==> src/rtl/instr_fetch_unit.sv <==
// Instruction fetch unit: issues single-outstanding fetches to instruction
// memory (req/gnt/rvalid), buffers returned words in a small prefetch FIFO and
// presents the head to the decoder with a valid/ready handshake.
// Build option: define IFU_IDLE_GATE_EN to force instr/instr_pc to zero while
// instr_valid is low. Without it the outputs hold the last head word.
//
// state | meaning
// IDLE  | no request outstanding, issue when a FIFO slot is free
// REQ   | imem_req high, waiting for imem_gnt (discard may already be set)
// WAIT  | granted, waiting for rvalid, response will be pushed
// DROP  | granted, waiting for rvalid, response will be discarded

module instr_fetch_unit #(
  parameter logic [31:0] RESET_PC   = 32'h0000_0000,
  parameter int          FIFO_DEPTH = 2
) (
  input  logic        clk,
  input  logic        rst_n,
  output logic        imem_req,
  output logic [31:0] imem_addr,
  input  logic        imem_gnt,
  input  logic        imem_rvalid,
  input  logic [31:0] imem_rdata,
  input  logic        redirect,
  input  logic [31:0] redirect_pc,
  output logic [31:0] instr,
  output logic [31:0] instr_pc,
  output logic        instr_valid,
  input  logic        instr_ready,
  output logic        dec_enable
);

  localparam int PW = (FIFO_DEPTH > 1) ? $clog2(FIFO_DEPTH) : 1;
  localparam int CW = $clog2(FIFO_DEPTH + 1);
  localparam logic [CW-1:0] DEPTH_C = CW'(FIFO_DEPTH);

  typedef enum logic [1:0] {IDLE, REQ, WAIT, DROP} state_t;

  state_t        state;
  logic          discard;
  logic [31:0]   fetch_pc;
  logic [31:0]   req_pc;

  logic [31:0]   mem_instr [FIFO_DEPTH];
  logic [31:0]   mem_pc    [FIFO_DEPTH];
  logic [PW-1:0] wr_ptr;
  logic [PW-1:0] rd_ptr;
  logic [CW-1:0] count;

  logic [31:0]   head_instr;
  logic [31:0]   head_pc;

  logic          push;
  logic          pop;
  logic [CW-1:0] remaining;
  logic [CW-1:0] count_nxt;
  logic [PW-1:0] rd_ptr_nxt;
  logic [31:0]   redirect_pc_al;

  // FIFO bookkeeping; redirect suppresses both push and pop
  always_comb begin
    push           = (state == WAIT) && imem_rvalid && !redirect;
    pop            = instr_valid && instr_ready && !redirect;
    remaining      = count - CW'(pop);
    count_nxt      = remaining + CW'(push);
    rd_ptr_nxt     = rd_ptr + PW'(pop);
    redirect_pc_al = redirect_pc & ~32'h3;
  end

  // Fetch FSM: request issue, grant tracking and response discard after redirect
  always_ff @(posedge clk or negedge rst_n) begin
    if (!rst_n) begin
      state     <= IDLE;
      discard   <= 1'b0;
      imem_req  <= 1'b0;
      imem_addr <= RESET_PC;
      fetch_pc  <= RESET_PC;
      req_pc    <= 32'h0;
    end else begin
      case (state)
        IDLE: begin
          if (!redirect && (count < DEPTH_C)) begin
            imem_req  <= 1'b1;
            imem_addr <= fetch_pc;
            state     <= REQ;
          end
        end
        REQ: begin
          if (imem_gnt) begin
            imem_req <= 1'b0;
            req_pc   <= imem_addr;
            if (discard || redirect) begin
              discard <= 1'b1;
              state   <= DROP;
            end else begin
              fetch_pc <= imem_addr + 32'd4;
              state    <= WAIT;
            end
          end else if (redirect) begin
            // request stays on the bus unchanged; its data is thrown away later
            discard <= 1'b1;
          end
        end
        WAIT: begin
          if (redirect) begin
            if (imem_rvalid) begin
              state <= IDLE;
            end else begin
              discard <= 1'b1;
              state   <= DROP;
            end
          end else if (imem_rvalid) begin
            if (count_nxt < DEPTH_C) begin
              imem_req  <= 1'b1;
              imem_addr <= fetch_pc;
              state     <= REQ;
            end else begin
              state <= IDLE;
            end
          end
        end
        DROP: begin
          if (imem_rvalid) begin
            discard <= 1'b0;
            state   <= IDLE;
          end
        end
        default: state <= IDLE;
      endcase
      if (redirect) fetch_pc <= redirect_pc_al;
    end
  end

  // Prefetch storage, pointers and occupancy
  always_ff @(posedge clk or negedge rst_n) begin
    if (!rst_n) begin
      wr_ptr <= '0;
      rd_ptr <= '0;
      count  <= '0;
      for (int i = 0; i < FIFO_DEPTH; i++) begin
        mem_instr[i] <= 32'h0;
        mem_pc[i]    <= 32'h0;
      end
    end else if (redirect) begin
      wr_ptr <= '0;
      rd_ptr <= '0;
      count  <= '0;
    end else begin
      if (push) begin
        mem_instr[wr_ptr] <= imem_rdata;
        mem_pc[wr_ptr]    <= req_pc;
        wr_ptr            <= wr_ptr + PW'(1);
      end
      rd_ptr <= rd_ptr_nxt;
      count  <= count_nxt;
    end
  end

  // Registered head: holds the last word when the FIFO drains
  always_ff @(posedge clk or negedge rst_n) begin
    if (!rst_n) begin
      instr_valid <= 1'b0;
      head_instr  <= 32'h0;
      head_pc     <= 32'h0;
    end else if (redirect) begin
      instr_valid <= 1'b0;
    end else begin
      instr_valid <= (remaining != '0) || push;
      if (remaining != '0) begin
        head_instr <= mem_instr[rd_ptr_nxt];
        head_pc    <= mem_pc[rd_ptr_nxt];
      end else if (push) begin
        head_instr <= imem_rdata;
        head_pc    <= req_pc;
      end
    end
  end

  assign dec_enable = instr_valid;

`ifdef IFU_IDLE_GATE_EN
  assign instr    = instr_valid ? head_instr : 32'h0;
  assign instr_pc = instr_valid ? head_pc    : 32'h0;
`else
  assign instr    = head_instr;
  assign instr_pc = head_pc;
`endif

endmodule

==> config.mk <==
export PLATFORM = sky130hd
export DESIGN_NAME = instr_fetch_unit
export DESIGN_NICKNAME = d
export VERILOG_FILES = /design/src/rtl/instr_fetch_unit.sv
export SDC_FILE = /design/constraint.sdc
export NUM_CORES = 1
export LEC_CHECK = 0
export CAP_MARGIN = 20
export CORE_MARGIN = 5
export CORE_UTILIZATION = 60
export DETAILED_ROUTE_END_ITERATION = 8
export PLACE_DENSITY = 0.91
export RECOVER_POWER = 25
export SLEW_MARGIN = 30
export SYNTH_ARGS = -nofsm -noshare
export SYNTH_HDL_FRONTEND = slang
export SYNTH_SLANG_ARGS = --single-unit
export TNS_END_PERCENT = 5
==> constraint.sdc <==
create_clock -name clk -period 6.9 [get_ports clk]
set_input_delay 1.38 -clock clk [delete_from_list [all_inputs] [get_ports clk]]
set_output_delay 1.38 -clock clk [all_outputs]
set_load 0.05 [all_outputs]
==> reports/results.ini, run 1 <==
[detailed_routing]
viasPerCell = 6.01
detail_route.drc_violations = 0
wl_per_cell_um = 20.2
drt_wl_total_mm = 30.1
ant_nets = 0
count_of_tritonroute_iterations_in_the_first_routing_pass = 5
dr.first_iter.drc_count = 479
detailroute.via_count = 8949

[logic_synthesis]
asyncSetResetFlopFracSynth_pct = 100
synth_top_cells_by_count = dfrtp_1, mux2_2, nand2_1
share_of_the_synthesized_area_in_the_top_cell_type_pct = 56.8
post_synth_instance_area_mm2 = 0.0131
most_common_cell_in_the_netlist = dfrtp_1
ys_warnings = 0
ys_types = 47
synth-seq-cells = 297
synth-edff-count = 0
synth.yosys.seq_area_share_pct = 56.8
synth_fp_nets = 1119
synth_largest_area_cell = dfrtp_1
syn-instance-count = 1046
postSynth.topFlopCell = dfrtp_1
synth_area_per_cell_um2 = 12.5
area_contributors_post_synth = dfrtp_1, mux2_2, mux2i_1, o211ai_1, nand3_1

[clock_tree]
tritoncts = built
tritoncts_num_sinks = 297
cts-root-to-sink-buffers = 3
ctsRootBufferMaster = clkbuf_16
cts_htree_levels = 1
cts_buffers = 30
post_cts_hold_buffer_count = 0
cts_resized = 0
post-cts-setup-buffer-count = 0
cts.clk_slew.worst_paths_ps = 60
worstSkewPairLatency_ps = 540

[timing]
fmaxAchievable_ghz = 0.207
timing.final.hold_violations = 0
final_report_setup_violation_count = 0
hold_slack_ps = 486
grt_setup_unrepaired = false
tns_ps = 0
period_minus_slack_ps = 4830
clock-skew-final_ps = 8.53
layout_worst_path_cycle_share_pct = 70.1
max_slew_vio_count = 96
remaining_max_slew_budget_at_the_tightest_pin_pct = -69.0
worstMarginPinSlew_ps = 2540

[final_layout]
diodes = 0
area_growth_syn_to_layout_pct = 21.3
fraction_of_final_layout_cells_with_drive_strength_greater_than_1_pct = 20.7
design.final.nets = 1257
share_of_the_core_filled_with_cells_pct = 73.5

[power_and_ir_drop]
total_leakage_power_uw = 0.00741
power.combinational.fraction_pct = 37.7
power-per-cell-area_mw_per_mm2 = 467
ir_worst_vdd_mv = 0.312
finalPower_uw = 7420
switching_share_pct = 39.0
p_sw_uw = 2890
internal_power_uw = 4530
seq_power_share_pct = 39.4
clkPwrFrac_pct = 22.9

[global_route]
maximum_number_of_pins_on_one_net_before_global_route_repair = 158
grt.overflow.total = 0
grt_busiest_layer = met2
first_pass_grt_wire_length_mm = 49.8
gr-usage-met2_pct = 40.6
grt_util_met3_pct = 3.88
use_met1_pct = 34.3
grt_antenna_before_repair = 0
first_global_vias = 9658
aggregate_global_route_resource_usage_pct = 24.6

[outcome]
failed_checks = capacitance limit, slew limit
outcome = complete, but fails checks

[die]
dieHeight_um = 158
core_area_mm2 = 0.0216
i_o_pins = 169
rows = 54
fp.dieW_um = 158
dieArea_mm2 = 0.0249
start_util_pct = 60.5

[worst_setup_path]
critical_path.max_stage_delay_ps = 1820
worst_setup_path_end_kind = flop
critPathArrivalTime_ps = 5250
path_buf_inv = 3
critPathKind = in -> reg
worst_setup_path_start_kind = input pin
crit_fanout = 55
cp_top_family = buffers and inverters
critPathSlowestCell = clkbuf_1
worstPathCellList = clkbuf_1 > clkbuf_1 > nor3_2 > ha_1 > xor2_1 > a32o_1 > buf_4 > mux2_2
worstPathRequired_ps = 7310
worst_path_most_repeated_cell = clkbuf_1

[flow_run]
max_cap_violations = 2

[worst_hold_path]
holdCritPathClass = reg -> reg

[placement]
port-buffer-count = 166
routability_congestion = 0.773
dp_hpwl_mm = 18.3

through the flow:
| step | setup slack (ps) | cells | instance area, µm² |
|---|---|---|---|
| floorplan | 3570 | 1046 | 13100 |
| global placement | 2610 | 1432 | 14800 |
| detailed placement | 2520 | 1432 | 14800 |
| CTS | 2950 | 1488 | 15900 |
| global route | 1760 | 1488 | 15900 |
| finish | 2070 | 1488 | 15900 |
power by group through the flow:
| stage | registers (µW) | clock network, µW | logic, µW |
|---|---|---|---|
| floorplan | 3610 | 0 | 1140 |
| global placement | 2880 | 0 | 2710 |
| detailed placement | 2930 | 0 | 2790 |
| CTS | 2910 | 1720 | 2820 |
| global route | 3010 | 1810 | 2980 |
| finish | 2920 | 1700 | 2800 |
layout by cell type (no fill, tap or decap), drive strengths merged, types with 5 or more instances in the layout:
cell type        n
a22oi           12
nand4           17
inv              9
clkbuf          45
buf             11
nand2           96
nor2            21
xor2            20
and3            12
xnor2           11
nand3           73
clkdlybuf4s50  163
o21ai           37
a21oi           14
mux2i           69
nor3             8
mux2           188
clkinv           7
bufinv           5
o211ai          64
dfrtp          297
path summary, 6_finish.rpt:
kind,from,slack (ps),end,depth (start not counted)
setup / recovery,redirect,2070,imem_addr[10],8
hold / removal,mem_instr[59],490,mem_instr[59],1
setup reg to reg,state[0],3640,fetch_pc[3],5
hold reg to reg,mem_instr[59],490,mem_instr[59],1
max in group asynchronous,rst_n,4830,instr[31],2
min in group asynchronous,rst_n,810,fetch_pc[24],1
registers in the layout (all words and copies together), names as in the netlist:
signal	count
count	2
fetch_pc	32
instr	32
instr_pc	32
imem_addr	32
imem_req	1
rd_ptr	1
wr_ptr	1
mem_pc	64
dec_enable	1
req_pc	32
state	2
mem_instr	64
discard	1
cell type report:
type                    count  area (µm²)
flip-flops and latches    297        7430
fillers                  1415        5740
multi-input cells         669        5270
repair buffers            178        1760
clock buffers              42         847
well taps                 280         350
clock inverters            14         201
inverters                   8        30.0
routing by layer:
metal	vias to the layer above	part of all wire [%]	wire length [µm]
li1	4044	-	-
met1	4585	43	12900
met2	272	49	14900
met3	48	5.9	1770
met4	0	1.9	562
met5	-	0	0
kinds of logic (layout without fill, tap and decap cells):
group / count (synthesis) / count (layout) / synth area share [%]
AO/OA/AOI/OAI: 138 / 138 / 6.99
XOR/XNOR: 31 / 31 / 2.07
adder cells (fa/ha/maj): 3 / 3 / 0.287
buffers and inverters: 80 / 242 / 3.26
flip-flops: 297 / 297 / 56.8
multiplexers: 257 / 257 / 21.5
AND/OR/NAND/NOR: 240 / 240 / 9.16
Power figures use the tool's default switching activity.
==> inputs of run 2 (changes only) <==
--- a/config.mk
+++ b/config.mk
@@ -7,9 +7,9 @@
 export LEC_CHECK = 0
 export CAP_MARGIN = 20
 export CORE_MARGIN = 5
-export CORE_UTILIZATION = 60
+export CORE_UTILIZATION = 55
 export DETAILED_ROUTE_END_ITERATION = 8
-export PLACE_DENSITY = 0.91
+export PLACE_DENSITY = 0.84
 export RECOVER_POWER = 25
 export SLEW_MARGIN = 30
 export SYNTH_ARGS = -nofsm -noshare
==> constraint.sdc (replaced) <==
create_clock -name clk -period 4.5 [get_ports clk]
set_input_delay 0.9 -clock clk [delete_from_list [all_inputs] [get_ports clk]]
set_output_delay 0.9 -clock clk [all_outputs]
set_load 0.05 [all_outputs]
==> run 2 against run 1 <==
The run still ends with capacitance limit, slew limit left. Combinational power increased by 52%. Wire length decreased by 2.6%. Register-to-register slack got worse by 1900 ps. Critical endpoint is now imem_addr[4]. Sequential cell count unchanged. Utilization decreased by 5.8 points. Sequential power increased by 53%. First-iteration DRC count increased by 35%. Global-route usage decreased by 2.3 points. Clock-buffer cell count increased by 2. Clock power increased by 40%.
==> reports/results.ini, run 2 (same netlist as run 1, synthesis figures left out) <==
[power_and_ir_drop]
power-per-cell-area_mw_per_mm2 = 699  ; +50%
ir_worst_vdd_mv = 0.424  ; +36%
total_leakage_power_uw = 0.00739  ; -0.20%
finalPower_uw = 11100  ; +50%

[timing]
remaining_max_slew_budget_at_the_tightest_pin_pct = -60.0  ; +9.0 points
period_minus_slack_ps = 3160
worstMarginPinSlew_ps = 2400  ; -135 ps
clock-skew-final_ps = 13.5  ; +4.99 ps
final_report_setup_violation_count = 0  ; unchanged
grt_setup_unrepaired = false
fmaxAchievable_ghz = 0.317
layout_worst_path_cycle_share_pct = 70.2
tns_ps = 0  ; unchanged
max_slew_vio_count = 93  ; -3.1%
timing.final.hold_violations = 0  ; unchanged

[final_layout]
share_of_the_core_filled_with_cells_pct = 67.7  ; -5.8 points
area_growth_syn_to_layout_pct = 21.4  ; about the same
diodes = 0  ; unchanged
final_cell_mix = dfrtp_1, mux2_2, clkdlybuf4s50_1, nand2_1, nand3_1
fraction_of_final_layout_cells_with_drive_strength_greater_than_1_pct = 21.2  ; +0.50 points
layout.cells.most_common = dfrtp_1
design.final.nets = 1260  ; +0.24%
reg_top3 = mem_instr: 64 flops, mem_pc: 64 flops

[die]
start_util_pct = 55.8  ; -4.8 points
fp.dieW_um = 164  ; +4.2%
rows = 56  ; +3.7%
i_o_pins = 169  ; unchanged
core_area_mm2 = 0.0235  ; +8.6%
dieHeight_um = 164  ; +4.2%
dieArea_mm2 = 0.0270  ; +8.5%

[worst_setup_path]
worstPathCellList = clkdlybuf4s50_1 > nand2_1 > nor3_2 > ha_1 > xor2_1 > a32o_1 > buf_4 > mux2_2
critPathSlowestCell = clkdlybuf4s50_1
crit_fanout = 35  ; -36%
critical_path.max_stage_delay_ps = 600  ; -1220 ps
critPathKind = in -> reg
worstPathRequired_ps = 4920  ; -2390 ps
worst_setup_path_end_kind = flop
cp_top_family = buffers and inverters
critPathArrivalTime_ps = 3580  ; -1670 ps
path_buf_inv = 2  ; -1
worst_setup_path_start_kind = input pin

[clock_tree]
worstSkewPairLatency_ps = 560  ; +20 ps
tritoncts_num_sinks = 297  ; unchanged
cts_buffers = 31  ; +3.3%
cts_htree_levels = 1  ; unchanged
cts-root-to-sink-buffers = 3  ; unchanged
post_cts_hold_buffer_count = 0  ; unchanged
tritoncts = built
cts_resized = 0  ; unchanged
cts.clk_slew.worst_paths_ps = 60  ; about the same
post-cts-setup-buffer-count = 0  ; unchanged
ctsRootBufferMaster = clkbuf_16

[worst_hold_path]
holdCritPathClass = reg -> reg

[global_route]
grt_antenna_before_repair = 0  ; unchanged
first_global_vias = 9334  ; -3.4%
aggregate_global_route_resource_usage_pct = 22.3  ; -2.3 points
first_pass_grt_wire_length_mm = 48.9  ; -1.7%
grt.overflow.total = 0  ; unchanged
maximum_number_of_pins_on_one_net_before_global_route_repair = 95  ; -40%

[placement]
routability_congestion = 0.800  ; +3.4%
dp_hpwl_mm = 18.0  ; -1.9%
port-buffer-count = 166  ; unchanged

[detailed_routing]
drt_wl_total_mm = 29.3  ; -2.6%
dr.first_iter.drc_count = 646  ; +35%
viasPerCell = 5.84  ; -2.9%
count_of_tritonroute_iterations_in_the_first_routing_pass = 4  ; -1
detailroute.via_count = 8914  ; -0.39%
wl_per_cell_um = 19.2  ; -5.1%
ant_nets = 0  ; unchanged
detail_route.drc_violations = 0  ; unchanged

[outcome]
failed_checks = capacitance limit, slew limit
outcome = complete, but fails checks

[flow_run]
max_cap_violations = 1  ; -1

## run 2: cell types whose count changed in the layout (fill, tap and decap cells not counted)
cell	delta
buf_12	+3
buf_2	+1
buf_4	+1
buf_8	-1
bufinv_16	-5
clkbuf_1	-5
clkbuf_2	+1
clkbuf_8	+4
clkdlybuf4s50_1	+1
clkinv_4	+1
dlygate4sd3_1	-1
nor2_1	-1
nor2_2	+1
## run 2: through the flow
| step | instance area [µm²] | instances | setup slack (ps) | hold WS [ps] |
|---|---|---|---|---|
| after global routing | 15900 | 1527 | 1200 | 501 |
| after floorplan | 13100 | 1046 | 1650 | 448 |
| after CTS | 15900 | 1527 | 1420 | 385 |
| after detailed placement | 14900 | 1473 | 854 | 460 |
| after global placement | 14900 | 1473 | 923 | 457 |
| final | 15900 | 1527 | 1340 | 484 |
## run 2: layer usage
metal	global-route usage [%]	vias up	wire length, µm
met3	3.41	43	1950
met5	0	-	0
met2	36.3	309	14100
met1	31.8	4495	12700
li1	-	4067	-
met4	5.26	0	527
## run 2: worst paths after layout
kind,start,to,slack [ps],cells past startpoint
setup / recovery,imem_rvalid,imem_addr[4],1340,8
hold / removal,fetch_pc[7],imem_addr[7],480,2
setup reg to reg,dec_enable,imem_addr[4],1710,8
hold reg to reg,fetch_pc[7],imem_addr[7],480,2
max in group asynchronous,rst_n,instr_pc[0],1760,2
min in group asynchronous,rst_n,fetch_pc[27],1050,1
## run 2: power by group
group          internal, µW  switching, µW
sequential             3630            842
clock                  1370           1000
combinational          1720           2540
## run 2: worst min-delay path, cell delays in order, from the launching register on
cell and delay (ps):
dfrtp_1 340, nand2_1 50, o21ai_0 60
## run 2: layout make-up
| cell class | instances | area (µm²) |
|---|---|---|
| Fill cell | 1671 | 7580 |
| Multi-Input combinational cell | 669 | 5270 |
| Clock inverter | 10 | 60.1 |
| Timing Repair Buffer | 180 | 1810 |
| Sequential cell | 297 | 7430 |
| Clock buffer | 44 | 895 |
| Inverter | 8 | 30.0 |
| Tap cell | 319 | 399 |
==> inputs of run 3 (changes only) <==
--- a/config.mk
+++ b/config.mk
@@ -7,9 +7,9 @@
 export LEC_CHECK = 0
 export CAP_MARGIN = 20
 export CORE_MARGIN = 5
-export CORE_UTILIZATION = 55
+export CORE_UTILIZATION = 50
 export DETAILED_ROUTE_END_ITERATION = 8
-export PLACE_DENSITY = 0.84
+export PLACE_DENSITY = 0.81
 export RECOVER_POWER = 25
 export SLEW_MARGIN = 30
 export SYNTH_ARGS = -nofsm -noshare
==> constraint.sdc (replaced) <==
create_clock -name clk -period 2.8 [get_ports clk]
set_input_delay 0.56 -clock clk [delete_from_list [all_inputs] [get_ports clk]]
set_output_delay 0.56 -clock clk [all_outputs]
set_load 0.05 [all_outputs]
==> run 3 against run 2 <==
The run still ends with capacitance limit, slew limit left. Sequential cell count is the same. Highest routed layer unchanged. Global-route usage is 1.8 points lower. Non-clock buffer count is 18 higher. Clock power rose by 67%. Clock-buffer cell count is 2 higher. Sequential share of layout area is 0.92 points lower. Critical endpoint is now imem_addr[10]. Final area grew 2.0%.
==> reports/results.ini, run 3 (same netlist as run 1, synthesis figures left out) <==
[clock_tree]
cts-root-to-sink-buffers = 3  ; unchanged
cts_buffers = 30  ; -3.2%
post-cts-setup-buffer-count = 0  ; unchanged
tritoncts = built
ctsRootBufferMaster = clkbuf_16
cts.clk_slew.worst_paths_ps = 60  ; about the same
tritoncts_num_sinks = 297  ; unchanged
worstSkewPairLatency_ps = 550  ; about the same
cts_resized = 0  ; unchanged
post_cts_hold_buffer_count = 0  ; unchanged
cts_htree_levels = 1  ; unchanged

[worst_setup_path]
critPathArrivalTime_ps = 1980  ; -1600 ps
critPathKind = reg -> out
cp_top_family = buffers and inverters
reg2regPathDepth = 9  ; +1
crit_fanout = 8  ; -77%
worstPathRequired_ps = 2240  ; -2680 ps
path_buf_inv = 1  ; -1
critical_path.max_stage_delay_ps = 880  ; +280 ps
worst_setup_path_end_kind = output pin
worstPathCellList = clkdlybuf4s50_1
worst_setup_path_start_kind = flop
worstSetupPathDepth = 1  ; -7
critPathSlowestCell = clkdlybuf4s50_1

[final_layout]
filler_cell_count = 1954  ; +17%
design.final.nets = 1277  ; +1.3%
fraction_of_final_layout_cells_with_drive_strength_greater_than_1_pct = 22.4  ; +1.2 points
final_cell_mix = dfrtp_1, mux2_2, clkdlybuf4s50_1, nand2_1, nand3_1
reg_top3 = mem_instr: 64 flops, mem_pc: 64 flops
layout.cell_area.non_filler_mm2 = 0.0162  ; +2.0%
layout.cells.most_common = dfrtp_1
area_growth_syn_to_layout_pct = 23.9
diodes = 0  ; unchanged

[power_and_ir_drop]
seq_power_share_pct = 39.6  ; -0.6 points
clkPwrFrac_pct = 21.9  ; +0.5 points
total_leakage_power_uw = 0.00756  ; +2.2%
internal_power_uw = 11000  ; +64%
power.combinational.fraction_pct = 38.5  ; about the same
power-per-cell-area_mw_per_mm2 = 1120  ; +60%
ir_worst_vdd_mv = 0.777  ; +83%
p_sw_uw = 7090  ; +61%
switching_share_pct = 39.1  ; -0.43 points

[outcome]
outcome = complete, but fails checks
failed_checks = capacitance limit, slew limit

[worst_hold_path]
hold_depth = 1  ; -1
holdCritPathClass = reg -> reg

[placement]
dpl_cell_area_mm2 = 0.0152  ; +2.0%
port-buffer-count = 166  ; unchanged
detailedPlace.worstSlack_ps = -244  ; -1100 ps
dp_hpwl_mm = 19.0  ; +5.9%
routability_congestion = 0.767  ; -4.1%

[detailed_routing]
drt_wl_total_mm = 30.0  ; +2.4%
wl_per_cell_um = 19.2  ; about the same
detail_route.drc_violations = 0  ; unchanged
count_of_tritonroute_iterations_in_the_first_routing_pass = 5  ; +1
dr.first_iter.drc_count = 693  ; +7.3%
detailroute.via_count = 8980  ; +0.74%
viasPerCell = 5.75  ; -1.6%
ant_nets = 0  ; unchanged

[global_route]
first_pass_grt_wire_length_mm = 49.4  ; +0.93%
grt_antenna_before_repair = 0  ; unchanged
grt.overflow.total = 0  ; unchanged
aggregate_global_route_resource_usage_pct = 20.4  ; -1.8 points
maximum_number_of_pins_on_one_net_before_global_route_repair = 70  ; -26%
first_global_vias = 9338  ; +0.043%

[timing]
layout_worst_path_cycle_share_pct = 90.9
clock-skew-final_ps = 10.0  ; -3.49 ps
period_minus_slack_ps = 2540
grt_setup_unrepaired = false
worstMarginPinSlew_ps = 1820  ; -577 ps
tns_ps = 0  ; unchanged
timing.final.hold_violations = 0  ; unchanged
hold_slack_ps = 488  ; +3.60 ps
fmaxAchievable_ghz = 0.393
max_slew_vio_count = 67  ; -28%
final_report_setup_violation_count = 0  ; unchanged
remaining_max_slew_budget_at_the_tightest_pin_pct = -21.6  ; +38 points
final_worst_setup_slack_ps = 255  ; -1090 ps

[die]
start_util_pct = 50.5  ; -5.2 points
i_o_pins = 169  ; unchanged
fp.dieW_um = 172  ; +4.6%
dieHeight_um = 172  ; +4.6%
rows = 59  ; +5.4%
dieArea_mm2 = 0.0295  ; +9.4%
core_area_mm2 = 0.0259  ; +10%

[flow_run]
max_cap_violations = 1  ; unchanged

-- run 3: changes by cell type in the layout (fill, tap and decap cells not counted), sizes merged --
| cell | before | now |
|---|---|---|
| buf | 15 | 32 |
| bufinv | 0 | 1 |
| clkbuf | 45 | 48 |
| clkinv | 8 | 9 |
| clkinvlp | 1 | 0 |
| inv | 9 | 8 |
-- run 3: final cells by class --
class / instances / area, µm² / share of cell area (%)
tap: 335 / 419 / 2.59
inverter: 8 / 30.0 / 0.185
multi-input combinational: 669 / 5270 / 32.5
clock inverter: 10 / 75.1 / 0.463
clock buffer: 46 / 922 / 5.69
sequential: 297 / 7430 / 45.8
timing repair buffer: 198 / 2070 / 12.8
-- run 3: final timing paths --
check	start	to	slack, ps
min reg2reg	mem_pc[56]	mem_pc[56]	490
min	mem_pc[56]	mem_pc[56]	490
max reg2reg	dec_enable	imem_addr[1]	320
max in group asynchronous	rst_n	mem_pc[25]	680
max	imem_addr[10]	imem_addr[10]	260
min in group asynchronous	rst_n	instr[12]	510
-- run 3: per-layer routing --
layer	routed length [µm]	global-route usage (%)	vias to the layer above
met5	0	0	-
met1	13500	29.7	4561
li1	-	-	4091
met3	1890	3.08	37
met4	408	4.48	0
met2	14200	33.0	291
-- run 3: power by group through the flow --
stage               Sequential [µW]  Combinational, µW  Clock [µW]
CTS                            7170               7050        4060
floorplan                      8900               2820           0
global route                   7400               7480        4250
global placement               7130               6870           0
finish                         7180               6980        3970
detailed placement             7240               7020           0
-- run 3: metrics by stage --
step	util (%)	total power, µW	instances
after floorplan	-	11700	1046
after global placement	58.8	14000	1507
after detailed placement	58.8	14300	1507
after CTS	62.6	18300	1563
after global routing	62.6	19100	1563
final	62.6	18100	1563
